<file path="src/rtl/accum_32b.sv">
// Streaming 32-bit accumulator: sums a sequence of operands terminated by in_last
// and presents sum, sticky carry and saturating operand count as one result.
module accum_32b #(
  parameter int unsigned CNT_W = 8
) (
  input  logic             clk,
  input  logic             reset,
  input  logic             in_valid,
  output logic             in_ready,
  input  logic [31:0]      in_data,
  input  logic             in_last,
  output logic             out_valid,
  input  logic             out_ready,
  output logic [31:0]      out_sum,
  output logic             out_carry,
  output logic [CNT_W-1:0] out_count
);

  typedef enum logic [1:0] {StIdle, StAccum, StDone} state_e;

  localparam logic [CNT_W-1:0] CntOne = CNT_W'(1);
  localparam logic [CNT_W-1:0] CntMax = {CNT_W{1'b1}};

  state_e           state;
  logic [31:0]      acc;
  logic             carry;
  logic [CNT_W-1:0] count;
  logic [32:0]      sum_ext;
  logic             accept;

  // in_ready depends on state only; reset masks it so nothing is taken while held
  assign in_ready = !reset && (state != StDone);
  assign accept   = in_valid && in_ready;
  assign sum_ext  = {1'b0, acc} + {1'b0, in_data};

  assign out_valid = (state == StDone);
  assign out_sum   = acc;
  assign out_carry = carry;
  assign out_count = count;

  always_ff @(posedge clk or posedge reset) begin
    if (reset) begin
      state <= StIdle;
      acc   <= '0;
      carry <= 1'b0;
      count <= '0;
    end else begin
      unique case (state)
        StIdle: begin
          if (accept) begin
            acc   <= in_data;
            carry <= 1'b0;
            count <= CntOne;
            state <= in_last ? StDone : StAccum;
          end
        end
        StAccum: begin
          if (accept) begin
            acc   <= sum_ext[31:0];
            carry <= carry | sum_ext[32];
            if (count != CntMax) count <= count + CntOne;
            state <= in_last ? StDone : StAccum;
          end
        end
        StDone: begin
          if (out_ready) state <= StIdle;
        end
        default: state <= StIdle;
      endcase
    end
  end

endmodule

</file>
<file path="config.mk">
export PLATFORM = sky130hd
export DESIGN_NAME = accum_32b
export DESIGN_NICKNAME = d
export VERILOG_FILES = /design/src/rtl/accum_32b.sv
export SDC_FILE = /design/constraint.sdc
export NUM_CORES = 1
export LEC_CHECK = 0
export CORE_MARGIN = 2
export CORE_UTILIZATION = 56
export DETAILED_ROUTE_END_ITERATION = 6
export GPL_TIMING_DRIVEN = 1
export MAX_ROUTING_LAYER = met4
export PLACE_DENSITY = 0.93
export SYNTH_ARGS = -nofsm -noshare
export SYNTH_HDL_FRONTEND = slang
export SYNTH_SLANG_ARGS = --single-unit
</file>
<file path="constraint.sdc">
create_clock -name clk -period 6.5 [get_ports clk]
set_clock_uncertainty 0.2 [all_clocks]
set_input_delay 0.65 -clock clk [delete_from_list [all_inputs] [get_ports clk]]
set_output_delay 0.65 -clock clk [all_outputs]
set_load 0.005 [all_outputs]
</file>
==> flow_summary_export.csv <==
group,metric,value,unit
timing,fin_crit_sh,54.48,%
timing,worst_slew_pin_slew,1.161,ns
timing,hold_violations,0,
timing,slew_headroom,22.45,%
synth,yosysTopAreaCell,"dfrtp_1",
cts,ctsResizeCount,0,
min_path,min-delay-start,"out_sum[5]",
routing,drt-pass1-iter-count,5,
synth,synthAdderAreaFrac,12.08,%
cts,cts_tree,"yes",
synth,synth-edff-count,0,
floorplan,start_util,57.09,%
status,outcome,"complete, no violations",
grt,antenna_found_initial,0,
synth,synth-simple-area-share,16.27,%
placement,hpwlAfterDp,7149,microns
routing,drc_errors,0,
layout,final_common_cell,"clkdlybuf4s50_1",
routing,drt-initial-drc-count,313,
synth,synth_top_family_by_area,"compound AO/OA/AOI/OAI gates",
layout,nets,571,
synth,muxShareOfSynthArea,0.2793,%
worst_setup_path,path_class,"in -> reg",
layout,final_layout_size_suffix_gt1_share,3.593,%
run,cap_violations,0,
min_path,hold_path.class,"reg -> reg",
floorplan,pin_count,80,
synth,synth-seq-cells,43,
synth,yosysWarnings,0,
routing,drt-total-wl,9764,microns
timing,fin_tns_setup,0,ns
cts,clkSinkCount,43,
timing,setup_viol,0,
timing,slew_violations,0,
synth,ys_async_sr_fraction,100.0,%
worst_setup_path,worstReg2RegStart,"out_sum[0]",
timing,rsz0062_at_grt,"false",
layout,antennaDiodeCount,0,
worst_setup_path,cp_max_fo,6,
cts,clkLatencyLatePin,0.31,ns
placement,dp_slack,2.727,ns
cts,cts-htree-levels,2,
routing,viasPerCell,6.244,
worst_setup_path,endpoint_kind,"flip-flop",
routing,vias,3609,
grt,grt_max_degree,44,
synth,synthTopCellsByArea,"dfrtp_1, ha_1, a21oi_1",
synth,seq_area_frac_synth,30.03,%
synth,synth_fp_nets,503,
routing,postRouteAntennaNets,0,
synth,synth-main-ff-cell,"dfrtp_1",
cts,post_cts_buffers,0,
cts,root_buffer,"clkbuf_8",
grt,grt.total_usage,28.28,%
floorplan,die_w,84.00,microns
floorplan,die-area,7055,sq um
placement,port_buffers,79,
synth,netlist-cell-type-count,47,
routing,detail_route.wl_per_cell,16.89,microns
worst_setup_path,cp.required,6.53,ns
worst_setup_path,cp-startpoint,"in_data[0]",
synth,synth_xor_area_share,8.310,%
timing,fin_crit,3.541,ns
cts,clock_path_buffers,2,
grt,gr-total-overflow,0,
layout,area_growth,25.73,%
placement,gp_congestion,0.8973,
grt,first_global_vias,3494,
floorplan,fp.dieH,84.00,microns
grt,grt_pass1_wl,16130,microns
cts,clkTransAtPathRegs,0.09,ns
synth,synth_area_per_cell,8.295,sq um
worst_setup_path,cp.arrival,3.57,ns
cts,cts_hold_buf,0,
pwr,leakage,1.915,nW
floorplan,rows,29,
cts,cts_made_buffers,5,
floorplan,core,6277,sq um
timing,clock.fmax,0.2824,GHz
pwr,ir_drop,0.1968,mV
layout,mostFrequentLayoutCells,"clkdlybuf4s50_1, nand2_1, dfrtp_1, a21oi_1, o21ai_0",
synth,netlist_area,3583,sq um
synth,synth_top_area_share,30.03,%
synth,synth_cells,432,
timing,fin_ws,2.959,ns
pwr,powerDensity,365.7,nW/um^2
worst_setup_path,critPathLaunchType,"primary input",
synth,synth_compound_area_share,29.82,%
layout,fillers,481,
==> cell families (layout without fill, tap and decap cells) <==
kind of cell | Yosys count | after routing
and+or+nand+nor | 126 | 126
muxes | 1 | 1
xor gates and xnor gates | 34 | 34
adders and majority gates | 34 | 34
buffers and inverters | 30 | 99
DFF | 43 | 43
AOI/OAI and AO/OA | 164 | 164
==> worst max-delay path: stages <==
cell and delay [ns]:
clkdlybuf4s50_1 0.44, ha_1 0.24, fa_1 0.42, a211oi_1 0.28, o21bai_1 0.14, o22ai_1 0.36, o31ai_2 0.21, a31oi_1 0.36
xnor2_1 0.18, o22ai_1 0.10, o21ai_0 0.20
==> cell type report <==
type                       count  area (sq um)  area share (%)
clock inverter                 3         25.02          0.5554
clock buffer                   5         68.82           1.527
sequential                    43          1076           23.88
tap                           77         96.34           2.138
multi-input combinational    359          2392           53.10
timing repair buffer          82         813.3           18.05
inverter                       9         33.78          0.7498
==> report_power, final <==
part           switching, W  total, W  internal [W]
combinational      0.000542   0.00105      0.000504
sequential        0.0000720  0.000417      0.000345
clock              0.000108  0.000185     0.0000770
==> state kept, by name (all words and copies together) (netlist names) <==
signal,count
state,2
out_count,8
out_sum,32
out_carry,1
==> synthesized netlist by cell type (6+ instances only) <==
cell	count
nor2_1	32
o21ai_0	39
o21a_1	8
a211oi_1	7
dfrtp_1	43
xor2_1	12
inv_1	9
o21bai_1	7
ha_1	33
xnor2_1	22
o31ai_1	6
nand2_1	49
o22ai_1	17
nand4_1	6
a21o_1	14
clkbuf_1	19
a21oi_1	42
or3_1	10
==> per-stage QoR <==
stage	cell area [sq um]	hold WS [ns]	instances	utilization (%)	power (W)
4_1_cts	4506	0.3286	578	71.78	0.001633
3_5_place_dp	4412	0.3056	570	70.28	0.001443
6_report	4506	0.3247	578	71.78	0.001648
3_3_place_gp	4412	0.2902	570	70.28	0.001401
5_1_grt	4506	0.3650	578	71.78	0.001765
2_1_floorplan	3583	0.2810	432	-	0.001105
==> layer usage <==
metal	vias to the layer above	global-route usage (%)	share of wire, %
li1	1725	-	-
met5	-	-	0
met2	172	46.62	49
met3	23	4.550	6.0
met1	1689	35.83	43
met4	0	8.798	2.0
==> final timing paths <==
| kind | cells past startpoint | slack (ns) | endpoint |
|---|---|---|---|
| setup / recovery | 11 | 2.96 | out_sum[16] |
| hold / removal | 2 | 0.32 | out_sum[5] |
| setup reg to reg | 10 | 3.35 | out_sum[16] |
| hold reg to reg | 2 | 0.32 | out_sum[5] |
| max in group asynchronous | 3 | 5.05 | state[1] |
| min in group asynchronous | 3 | 0.67 | out_sum[1] |
Power figures use the tool's default switching activity.
